`config.mk`:
```
export PLATFORM = sky130hd
export DESIGN_NAME = matmul_operand_loader_flat
export DESIGN_NICKNAME = d
export VERILOG_FILES = /design/src/rtl/matmul_operand_loader_if.sv /design/src/rtl/matmul_operand_loader.sv /design/src/flat_wrapper.sv
export SDC_FILE = /design/constraint.sdc
export NUM_CORES = 1
export LEC_CHECK = 0
export BUFFER_PORTS_ARGS = -buffer_cell sky130_fd_sc_hd__buf_2
export CAP_MARGIN = 5
export CORE_ASPECT_RATIO = 2
export CORE_UTILIZATION = 30
export DETAILED_ROUTE_END_ITERATION = 10
export GPL_ROUTABILITY_DRIVEN = 0
export SETUP_SLACK_MARGIN = 0.4
export SLEW_MARGIN = 20
export SYNTH_ARGS = -nofsm -noshare
export SYNTH_HDL_FRONTEND = slang
export SYNTH_SLANG_ARGS = --single-unit
```
`constraint.sdc`:
```
create_clock -name clk_i -period 2.1 [get_ports clk_i]
set_clock_uncertainty 0.1 [all_clocks]
set_input_delay 0.105 -clock clk_i [delete_from_list [all_inputs] [get_ports clk_i]]
set_output_delay 0.105 -clock clk_i [all_outputs]
set_load 0.03 [all_outputs]
```
`src/rtl/matmul_operand_loader_if.sv`:
```
// Stream-in / tile-out bundle for the matmul operand loader.
// master = beat producer plus tile consumer; slave = the loader itself.
interface matmul_operand_loader_if #(
  parameter int unsigned M = 2,
  parameter int unsigned N = 2,
  parameter int unsigned K = 2,
  parameter int unsigned P = 8
);
  logic [4*P-1:0]        data_in;
  logic                  valid_in;
  logic                  last_in;
  logic                  ready_in;
  logic signed [P-1:0]   A [M][K];
  logic signed [P-1:0]   B [K][N];
  logic signed [4*P-1:0] C [M][N];
  logic                  valid_out;
  logic                  ready_out;
  logic                  frame_err;

  modport master (
    output data_in, valid_in, last_in, ready_out,
    input  ready_in, A, B, C, valid_out, frame_err
  );

  modport slave (
    input  data_in, valid_in, last_in, ready_out,
    output ready_in, A, B, C, valid_out, frame_err
  );
endinterface

```
`src/rtl/matmul_operand_loader.sv`:
```
// Assembles A, B and C tiles from a beat stream (A then B then C, row-major)
// and holds the complete, single-buffered frame until downstream accepts it.
module matmul_operand_loader #(
  parameter int unsigned M = 2,
  parameter int unsigned N = 2,
  parameter int unsigned K = 2,
  parameter int unsigned P = 8
) (
  input  logic                    clk_i,
  input  logic                    rst_ni,
  matmul_operand_loader_if.slave  bus
);
  localparam int unsigned IW = $clog2(M + N + K + 1);

  typedef enum logic [1:0] {LOAD_A, LOAD_B, LOAD_C, PRESENT} state_e;

  state_e                state_q, state_d;
  logic [IW-1:0]         row_q, row_d, col_q, col_d;
  logic [IW-1:0]         rows_m1, cols_m1;
  logic                  ready_q, ready_d;
  logic                  valid_q, valid_d;
  logic                  err_q, err_d;
  logic                  accept, last_elem;
  logic signed [P-1:0]   a_q [M][K], a_d [M][K];
  logic signed [P-1:0]   b_q [K][N], b_d [K][N];
  logic signed [4*P-1:0] c_q [M][N], c_d [M][N];

  always_comb begin
    rows_m1 = IW'(M - 1);
    cols_m1 = IW'(K - 1);
    case (state_q)
      LOAD_B: begin
        rows_m1 = IW'(K - 1);
        cols_m1 = IW'(N - 1);
      end
      LOAD_C: begin
        rows_m1 = IW'(M - 1);
        cols_m1 = IW'(N - 1);
      end
      default: ;
    endcase

    accept    = bus.valid_in && ready_q;
    last_elem = (row_q == rows_m1) && (col_q == cols_m1);

    state_d = state_q;
    row_d   = row_q;
    col_d   = col_q;
    valid_d = valid_q;
    err_d   = 1'b0;
    a_d     = a_q;
    b_d     = b_q;
    c_d     = c_q;

    if (state_q == PRESENT) begin
      if (valid_q && bus.ready_out) begin
        state_d = LOAD_A;
        valid_d = 1'b0;
        row_d   = '0;
        col_d   = '0;
      end
    end else if (accept) begin
      // An early last_in aborts before its beat is stored.
      if (bus.last_in && !(state_q == LOAD_C && last_elem)) begin
        err_d   = 1'b1;
        state_d = LOAD_A;
        row_d   = '0;
        col_d   = '0;
      end else begin
        for (int unsigned i = 0; i < M; i++)
          for (int unsigned j = 0; j < K; j++)
            if (state_q == LOAD_A && row_q == IW'(i) && col_q == IW'(j))
              a_d[i][j] = bus.data_in[P-1:0];
        for (int unsigned i = 0; i < K; i++)
          for (int unsigned j = 0; j < N; j++)
            if (state_q == LOAD_B && row_q == IW'(i) && col_q == IW'(j))
              b_d[i][j] = bus.data_in[P-1:0];
        for (int unsigned i = 0; i < M; i++)
          for (int unsigned j = 0; j < N; j++)
            if (state_q == LOAD_C && row_q == IW'(i) && col_q == IW'(j))
              c_d[i][j] = bus.data_in;

        if (last_elem) begin
          row_d = '0;
          col_d = '0;
          case (state_q)
            LOAD_A:  state_d = LOAD_B;
            LOAD_B:  state_d = LOAD_C;
            default: begin
              if (bus.last_in) begin
                state_d = PRESENT;
                valid_d = 1'b1;
              end else begin
                err_d   = 1'b1;
                state_d = LOAD_A;
              end
            end
          endcase
        end else if (col_q == cols_m1) begin
          col_d = '0;
          row_d = row_q + 1'b1;
        end else begin
          col_d = col_q + 1'b1;
        end
      end
    end

    ready_d = (state_d != PRESENT);
  end

  always_ff @(posedge clk_i) begin
    if (!rst_ni) begin
      state_q <= LOAD_A;
      row_q   <= '0;
      col_q   <= '0;
      ready_q <= 1'b0;
      valid_q <= 1'b0;
      err_q   <= 1'b0;
      for (int unsigned i = 0; i < M; i++)
        for (int unsigned j = 0; j < K; j++)
          a_q[i][j] <= '0;
      for (int unsigned i = 0; i < K; i++)
        for (int unsigned j = 0; j < N; j++)
          b_q[i][j] <= '0;
      for (int unsigned i = 0; i < M; i++)
        for (int unsigned j = 0; j < N; j++)
          c_q[i][j] <= '0;
    end else begin
      state_q <= state_d;
      row_q   <= row_d;
      col_q   <= col_d;
      ready_q <= ready_d;
      valid_q <= valid_d;
      err_q   <= err_d;
      a_q     <= a_d;
      b_q     <= b_d;
      c_q     <= c_d;
    end
  end

  assign bus.ready_in  = ready_q;
  assign bus.valid_out = valid_q;
  assign bus.frame_err = err_q;
  assign bus.A         = a_q;
  assign bus.B         = b_q;
  assign bus.C         = c_q;
endmodule
```
`src/flat_wrapper.sv`:
```
// flat-port wrapper written by rule: the top's interface ports become plain ports
module matmul_operand_loader_flat 
#(
  parameter int unsigned M = 2,
  parameter int unsigned N = 2,
  parameter int unsigned K = 2,
  parameter int unsigned P = 8
)
  (clk_i, rst_ni, bus_data_in, bus_valid_in, bus_last_in, bus_ready_out, bus_ready_in, bus_A, bus_B, bus_C, bus_valid_out, bus_frame_err);
  matmul_operand_loader_if #(.M(M), .N(N), .K(K), .P(P)) bus_i ();
  input  logic clk_i;
  input  logic rst_ni;
  input wire logic [$bits(bus_i.data_in)-1:0] bus_data_in;
  input wire logic [$bits(bus_i.valid_in)-1:0] bus_valid_in;
  input wire logic [$bits(bus_i.last_in)-1:0] bus_last_in;
  input wire logic [$bits(bus_i.ready_out)-1:0] bus_ready_out;
  output wire logic [$bits(bus_i.ready_in)-1:0] bus_ready_in;
  output wire logic [$bits(bus_i.A)-1:0] bus_A;
  output wire logic [$bits(bus_i.B)-1:0] bus_B;
  output wire logic [$bits(bus_i.C)-1:0] bus_C;
  output wire logic [$bits(bus_i.valid_out)-1:0] bus_valid_out;
  output wire logic [$bits(bus_i.frame_err)-1:0] bus_frame_err;
  assign bus_i.data_in = bus_data_in;
  assign bus_i.valid_in = bus_valid_in;
  assign bus_i.last_in = bus_last_in;
  assign bus_i.ready_out = bus_ready_out;
  assign bus_ready_in = bus_i.ready_in;
  assign bus_A = {>>{bus_i.A}};
  assign bus_B = {>>{bus_i.B}};
  assign bus_C = {>>{bus_i.C}};
  assign bus_valid_out = bus_i.valid_out;
  assign bus_frame_err = bus_i.frame_err;
  matmul_operand_loader #(.M(M), .N(N), .K(K), .P(P)) u_core (.clk_i(clk_i), .rst_ni(rst_ni), .bus(bus_i));
endmodule
```
* Word level (Yosys, flattened, before mapping)
Cells that the tools add are included.
** Operators by class
- Mux-type cells :: 29
- Bitwise logic cells :: 4
- Reduce and logical (&&, ||, !) cells :: 48
- $add $sub $neg :: 2
- Equality and inequality tests :: 9
** Operators by type and width (number)
- 4-bit AND reduction :: 12
- 3-bit two-way mux :: 11
- 1-bit logical AND :: 23
- 2-bit two-way mux :: 6
- 1-bit two-way mux :: 11
- 3-bit by 1-bit adder with 3-bit output, second input constant :: 2
- 3-bit by 1-bit equality test with 1-bit output, second input constant :: 2
- 3-bit zero test :: 2
- 6-bit AND reduction :: 1
- 2-bit nonzero test :: 3
- 2-bit equality test, second input constant :: 2
- 2-bit by 1-bit != test with 1-bit output, second input constant :: 2
- 2-bit != test, second input constant :: 2
- 1-bit NOT :: 4
- 2-bit one-hot mux with 2 select lines :: 1
- 4-bit nonzero test :: 1
- 3-bit AND reduction :: 1
- 3-bit OR reduction :: 1
- 2-bit by 1-bit equality test with 1-bit output, second input constant :: 1
- 2-bit zero test :: 1
- 2-bit AND reduction :: 1
- 2-bit OR reduction :: 1
- 1-bit zero test :: 1
** Storage, ports and cells
- Register bits after elaboration :: 203
- Output and inout port bits :: 195
- Bits of input ports :: 37

* Logic depth before layout (Yosys ltp)
Gate-level depths: netlist of the first run.
- Depth after elaboration :: 9
- Depth in mapped cells :: 9
- Depth with buffers taken out :: 6

* Worst setup path after synthesis of the first run
No wires, ideal clock.
- Path type :: register -> register
- From :: register u_core.col_q[0]
- To :: register u_core.c_q (netlist bit u_core.bus.C[65])
- Path slack :: 178 ps
- Data arrival time :: 1689 ps
- Stages on the path, launching flop included :: 8
- Required time :: 1868 ps
- Path through :: dfxtp_1 > buf_4 > or3b_4 > buf_6 > a2111o_1 > buf_2 > nand2_1 > a21oi_1
** On the way
- Word-level cells in the longest chain between the ends :: 7
- Elaborated cells between the ends (all ways) :: 8
** RTL lines
- from (decl) :: line matmul_operand_loader.sv:18 : logic [IW-1:0] row_q, row_d, col_q, col_d;
- from (signal assigned) :: line matmul_operand_loader.sv:131 : col_q <= col_d;
- 3-bit by 1-bit equality test with 1-bit output * :: line matmul_operand_loader.sv:44, matmul_operand_loader.sv:80
- 1-bit logical AND :: line matmul_operand_loader.sv:44 : last_elem = (row_q == rows_m1) && (col_q == cols_m1);
- 1-bit logical AND :: line matmul_operand_loader.sv:64 : if (bus.last_in && !(state_q == LOAD_C && last_elem)) begin
- 1-bit zero test :: line matmul_operand_loader.sv:64
- 1-bit logical AND :: line matmul_operand_loader.sv:64
- 1-bit NOT (no source line)
- 4-bit AND reduction (no source line) *
- to (signal, indexed assignment) :: line matmul_operand_loader.sv:127 : c_q[i][j] <= '0;
- to (signal assigned) :: line matmul_operand_loader.sv:137 : c_q <= c_d;
- to (decl) :: line matmul_operand_loader.sv:26 : logic signed [4*P-1:0] c_q [M][N], c_d [M][N];
Every way passes the cells marked *; elsewhere a longest branch is shown, timed or not.
A chain may end at the register's enable or synchronous reset.

* Worst setup path in the final report of the first run
- From :: register u_core.col_q[1]
- To :: register u_core.c_q (netlist bit u_core.bus.C[67])
Same word-level chain as after synthesis.

==> impl_metrics.env, run 1 <==
export IMPL_io_pins=232
export IMPL_dp_hpwl_um=17000
export IMPL_hp_start="bus_last_in"
export IMPL_clk_latency_ns=0.50
export IMPL_ant_nets=0
export IMPL_cts_tree="done"
export IMPL_worstRegToRegCells=6
export IMPL_synth_nets=922
export IMPL_overflow=0
export IMPL_path_class="reg -> reg"
export IMPL_nNetsFinal=1202
export IMPL_r2r_end="u_core.bus.C[67]"
export IMPL_antenna_found_initial=0
export IMPL_diodes=0
export IMPL_power_total_mw=7.91
export IMPL_routed_via_density=4.72
export IMPL_wl_per_cell_um=18.4
export IMPL_power_frac_seq=0.488
export IMPL_synth_area_um2=7490
export IMPL_start_util=0.305
export IMPL_synth_seq_cells=203
export IMPL_core_area_um2=24500
export IMPL_p_comb_frac=0.049
export IMPL_multi_input_area_um2=3590
export IMPL_async_flop_share=0
export IMPL_synth_flop_cell="dfxtp_1"
export IMPL_grt_first_pass_wirelength_um=39400
export IMPL_cts_made_buffers=20
export IMPL_power_density_nw_per_um2=711
export IMPL_switching_power_mw=1.82
export IMPL_p_int_mw=6.10
export IMPL_clkTransAtPathRegs_ns=0.07
export IMPL_synth_edf_count=0
export IMPL_grt_use_total=0.204
export IMPL_root_buffer="clkbuf_16"
export IMPL_finalSetupViolations=0
export IMPL_finalCriticalPeriod_ns=1.85
export IMPL_max_slew_margin=0.639
export IMPL_drt_wl_total_um=27800
export IMPL_crit_path_end_kind="register"
export IMPL_holdPathStages=3
export IMPL_rsz0062_at_grt="yes"
export IMPL_grt_max_degree=43
export IMPL_max_clock_freq_ghz=0.540
export IMPL_min_to="u_core.bus.ready_in"
export IMPL_rows=81
export IMPL_drv_cap=0
export IMPL_h_tree_depth=1
export IMPL_drive_gt1_frac=0.365
export IMPL_fill_cells=2418
export IMPL_r2r_slack_ns=0.25
export IMPL_final_util=0.454
export IMPL_routed_via_count=7122
export IMPL_syn_area_per_cell_um2=8.49
export IMPL_die_x_um=114
export IMPL_status="finished, final reports clean"
export IMPL_clock_sinks=203
export IMPL_drt_iter0_drc=356
export IMPL_dieHeight_um=225
export IMPL_worst_slew_pin_slew_ns=0.542
export IMPL_portBuffers=231
export IMPL_regArea_um2=4070
export IMPL_ys_warn_count=0
export IMPL_timing_final_max_slew_violations=0
export IMPL_cp_data_required_time_ns=2.44
export IMPL_peakVddDrop_v=0.000564
export IMPL_p_leak_nw=5.16
export IMPL_route_detailed_drc=0
export IMPL_fin_crit_sh=0.882
export IMPL_dr_pass1_iters=4
export IMPL_cp_max_fo=13
export IMPL_fin_setup_tns_ns=0
export IMPL_die_area_um2=25600
export IMPL_crit_arrival_ns=2.19
export IMPL_hp_class="in -> reg"
export IMPL_grt_pass1_vias=6645
export IMPL_swShare=0.230
export IMPL_clockPowerShare=0.463
export IMPL_clockBufferDepth=3
export IMPL_syn_instance_count=882
export IMPL_ys_types=41
export IMPL_start_kind="register"
export IMPL_reg2reg_from="u_core.col_q[1]"
export IMPL_timing_final_hold_violations=0
export IMPL_area_growth_pct=48.7
export IMPL_synth_seq_area_share=0.543
## worst max path at each step
stage / startpoint / to / slack, ns / cells after the start
floorplan: u_core.col_q[0] / u_core.bus.C[65] / 0.23 / 7
global placement: u_core.row_q[1] / u_core.bus.C[86] / 0.19 / 7
CTS: u_core.col_q[2] / u_core.bus.C[67] / 0.23 / 5
finish: u_core.col_q[1] / u_core.bus.C[67] / 0.25 / 6
detailed placement: u_core.row_q[1] / u_core.bus.C[67] / 0.15 / 7
global route: u_core.col_q[1] / u_core.bus.C[85] / 0.17 / 6
## metrics by stage
stage / instance area (um^2) / setup WS (ns) / instances / hold WS (ns)
after floorplan: 7540 / 0.230 / 882 / 0.141
after global placement: 9150 / 0.186 / 1407 / 0.282
after detailed placement: 9150 / 0.148 / 1407 / 0.287
after CTS: 10600 / 0.230 / 1493 / -0.138
after global routing: 11100 / 0.172 / 1508 / 0.0840
final: 11100 / 0.247 / 1508 / 0.0617
## registers in the layout, summed over array words and instances (netlist names)
name and count:
u_core.bus.C 128, u_core.bus.A 32, u_core.bus.B 32, u_core.col_q 3, u_core.row_q 3, u_core.state_q 2
u_core.bus.frame_err 1, u_core.bus.ready_in 1, u_core.bus.valid_out 1
## power groups by stage
stage | Clock (mW) | Combinational, mW | Sequential [mW]
6_report | 3.66 | 0.388 | 3.86
5_1_grt | 3.89 | 0.414 | 3.86
4_1_cts | 3.75 | 0.361 | 3.86
3_5_place_dp | 0 | 0.297 | 3.95
3_3_place_gp | 0 | 0.297 | 3.95
2_1_floorplan | 0 | 0.137 | 3.97
## synth_stat cells, types with 2 or more instances
cell | n | area share
dfxtp_1 | 203 | 0.54
nand2b_1 | 3 | 0.0025
nor2b_1 | 4 | 0.0033
ha_1 | 3 | 0.0050
a21oi_1 | 138 | 0.092
nor3_1 | 4 | 0.0027
nand2_1 | 306 | 0.15
and4b_1 | 2 | 0.0027
and3_1 | 2 | 0.0017
clkbuf_1 | 48 | 0.024
buf_2 | 15 | 0.010
o22ai_1 | 2 | 0.0017
o21ai_0 | 5 | 0.0033
inv_1 | 4 | 0.0020
a31oi_1 | 2 | 0.0017
nand4b_1 | 3 | 0.0035
a21o_1 | 2 | 0.0020
nor2_1 | 37 | 0.019
mux2i_1 | 65 | 0.087
nand3_1 | 12 | 0.0080
or4b_1 | 2 | 0.0027
## cells in the final DEF, fill, tap and decap left out, types with 3 or more instances in the layout
| master | n |
|---|---|
| dfxtp_1 | 196 |
| nand3_1 | 7 |
| nor2_1 | 37 |
| o21ai_0 | 5 |
| dlygate4sd3_1 | 35 |
| nand2_4 | 20 |
| mux2i_1 | 65 |
| buf_16 | 8 |
| buf_2 | 231 |
| buf_12 | 13 |
| dfxtp_2 | 7 |
| a21oi_2 | 39 |
| clkbuf_8 | 4 |
| nand4b_1 | 3 |
| buf_4 | 22 |
| nand2_1 | 275 |
| nand3_4 | 4 |
| buf_6 | 9 |
| clkbuf_16 | 25 |
| clkinv_2 | 6 |
| nand2_2 | 11 |
| a21oi_1 | 99 |
## layout make-up
type | count | share of cell area
multi-input cells | 610 | 0.323
flip-flops and latches | 203 | 0.366
inverters | 4 | 0.00157
clock buffers | 27 | 0.0528
clock inverters | 9 | 0.00697
well taps | 332 | 0.0373
repair buffers | 323 | 0.213
## metal layers
metal,share of wire,GRT usage
met3,0.042,0.0274
met1,0.35,0.202
met5,0,0
met4,0.047,0.113
met2,0.56,0.397
## cells by family after synthesis
group / synth area share
mux: 0.0869
flops: 0.543
simple gates: 0.212
fa+ha+maj: 0.00501
buf+inv: 0.0386
compound gates: 0.115
## critical path: stages, from the launching register on
cell and delay, ns:
dfxtp_2 0.32, or3b_4 0.48, a2111oi_4 0.36, buf_6 0.18
buf_12 0.15, nand2_1 0.07, a21oi_1 0.13
## repair_timing
item	CTS	global route
pin swaps	4	36
setup buffers	8	9
endpoints found under the hold margin	172	8
gates resized for setup	34	108
endpoints found under the setup margin	191	201
hold buffers	34	1
gates cloned	8	5
(Power assumes the default switching activity.)
==> run 2, diff against run 1 <==
--- a/config.mk
+++ b/config.mk
@@ -7,2 +7,3 @@
 export LEC_CHECK = 0
+export ABC_AREA = 1
 export BUFFER_PORTS_ARGS = -buffer_cell sky130_fd_sc_hd__buf_2
@@ -14,3 +15,2 @@
 export SETUP_SLACK_MARGIN = 0.4
-export SLEW_MARGIN = 20
 export SYNTH_ARGS = -nofsm -noshare
--- a/constraint.sdc
+++ b/constraint.sdc
@@ -4,2 +4,2 @@
 set_output_delay 0.105 -clock clk_i [all_outputs]
-set_load 0.03 [all_outputs]
+set_load 0.05 [all_outputs]
==> impl_metrics.env, run 2 <==
export IMPL_portBuffers=231
export IMPL_routed_via_count=8310
export IMPL_rsz0062_at_grt="yes"
export IMPL_h_tree_depth=1
export IMPL_route_detailed_drc=0
export IMPL_core_area_um2=25700
export IMPL_final_common_cell="buf_2"
export IMPL_fill_cells=2505
export IMPL_crit_arrival_ns=2.09
export IMPL_dieHeight_um=231
export IMPL_drv_cap=0
export IMPL_synthTopCellsByArea="dfxtp_1 52%, nor2_1 10%, nand2_1 7.3%"
export IMPL_crit_path_end_kind="register"
export IMPL_status="finished, final reports clean"
export IMPL_fin_crit_sh=0.861
export IMPL_timing_final_hold_violations=0
export IMPL_ant_nets=0
export IMPL_die_area_um2=26900
export IMPL_ys_types=25
export IMPL_drt_iter0_drc=452
export IMPL_clockBufferDepth=3
export IMPL_dr_pass1_iters=5
export IMPL_grt_pass1_vias=7767
export IMPL_ys_warn_count=0
export IMPL_layout_common_cells="230 x buf_2, 197 x dfxtp_1, 193 x nor2_1"
export IMPL_area_growth_pct=51.9
export IMPL_final_util=0.465
export IMPL_drt_wl_total_um=32700
export IMPL_synth_largest_area_cell="dfxtp_1"
export IMPL_syn_instance_count=1028
export IMPL_synth_seq_cells=203
export IMPL_grt_first_pass_wirelength_um=45100
export IMPL_routed_via_density=4.97
export IMPL_timing_final_max_slew_violations=0
export IMPL_finalCriticalPeriod_ns=1.81
export IMPL_yosysMostFrequentCell="nor2_1"
export IMPL_root_buffer="clkbuf_16"
export IMPL_finalSetupViolations=0
export IMPL_fin_setup_tns_ns=0
export IMPL_max_clock_freq_ghz=0.553
export IMPL_stdcell_count=1672
export IMPL_overflow=0
export IMPL_cts_tree="done"
export IMPL_rows=83
export IMPL_peakVddDrop_v=0.000615
export IMPL_power_density_nw_per_um2=694
export IMPL_clock_sinks=203
export IMPL_place_inst=1544
export IMPL_wl_per_cell_um=19.6
export IMPL_final_area_um2=11900
export IMPL_path_class="reg -> reg"
export IMPL_p_leak_nw=5.36
export IMPL_r2r_slack_ns=0.29
export IMPL_pre_cts_ws_ns=0.117
export IMPL_async_flop_share=0
export IMPL_max_slew_margin=0.583
export IMPL_grt_use_total=0.222
export IMPL_drive_gt1_frac=0.355
export IMPL_clk_latency_ns=0.52
export IMPL_yosys_top_cells_count="214 x nor2_1, 203 x dfxtp_1, 153 x nand2_1"
export IMPL_whs_ns=0.0162
export IMPL_hp_class="in -> reg"
export IMPL_antenna_found_initial=0
export IMPL_synth_flop_cell="dfxtp_1"
export IMPL_start_util=0.306
export IMPL_multi_input_area_um2=3840
export IMPL_cts_made_buffers=20
export IMPL_synth_edf_count=0
export IMPL_place_area_um2=9360
export IMPL_fin_ws_ns=0.293
export IMPL_synth_seq_area_share=0.517
export IMPL_start_kind="register"
export IMPL_cp_data_required_time_ns=2.38
export IMPL_nNetsFinal=1359
export IMPL_grt_max_degree=129
export IMPL_worst_slew_pin_slew_ns=0.625
export IMPL_syn_area_per_cell_um2=7.64
export IMPL_cp_max_fo=8
export IMPL_power_total_mw=8.28
export IMPL_synth_nets=1068
export IMPL_synth_top_area_frac=0.517
export IMPL_diodes=0
export IMPL_largest_reg_flops=128
export IMPL_regArea_um2=4080
export IMPL_io_pins=232
export IMPL_dp_hpwl_um=19400
export IMPL_die_x_um=116
export IMPL_clkTransAtPathRegs_ns=0.06
export IMPL_synth_area_um2=7860
==> run 2: cell type report <==
class / count / area share
repair buffers: 346 / 0.229
multi-input cells: 702 / 0.322
flip-flops and latches: 203 / 0.342
inverters: 46 / 0.0153
well taps: 340 / 0.0356
clock buffers: 27 / 0.0458
clock inverters: 8 / 0.0107
==> run 2: worst paths after layout <==
| path | startpoint | to | cells after the start |
|---|---|---|---|
| worst max-delay path | u_core.row_q[1] | u_core.bus.C[66] | 12 |
| worst max register to register | u_core.row_q[1] | u_core.bus.C[66] | 12 |
| worst min register to register | u_core.bus.C[110] | u_core.bus.C[110] | 2 |
| worst min-delay path | bus_valid_in | u_core.bus.frame_err | 5 |
==> run 2: repair_timing <==
| action | 4_1_cts | 5_1_grt |
|---|---|---|
| endpoints found under the setup margin | 196 | 197 |
| hold buffers | 35 | 0 |
| endpoints found under the hold margin | 174 | 0 |
| cloned | 7 | 14 |
| gates resized for setup | 71 | 131 |
| buffers inserted | 25 | 12 |
| pin swaps | 6 | 39 |
==> run 2: metal layers <==
metal | global-route usage | wire length (um)
met3 | 0.0299 | 1680
met5 | 0 | 0
met4 | 0.127 | 1830
met2 | 0.415 | 17700
met1 | 0.230 | 11500
==> run 2: power by group <==
part / leakage [nW] / switching, mW / internal [mW]
registers: 1.64 / 0.0104 / 3.86
clock network: 0.332 / 1.60 / 2.21
logic: 3.39 / 0.393 / 0.216
==> run 2: logic make-up (layout without fill, tap and decap cells) <==
group,after synthesis,count (layout),share of synthesized area
and+or+nand+nor,515,516,0.293
buffers and inverters,124,427,0.0675
DFF,203,203,0.517
adders and majority gates,3,3,0.00478
AOI/OAI and AO/OA,183,183,0.118
==> run 2: critical path: stages, from the launching register on <==
cell and delay, ns:
dfxtp_2 0.33, inv_2 0.07, ha_4 0.14, nand2_4 0.06, nor2_4 0.12, nand2_4 0.08, nand2_8 0.12, buf_12 0.13
nand3_4 0.08, buf_12 0.15, buf_16 0.16, nand2_2 0.06, a21oi_1 0.05
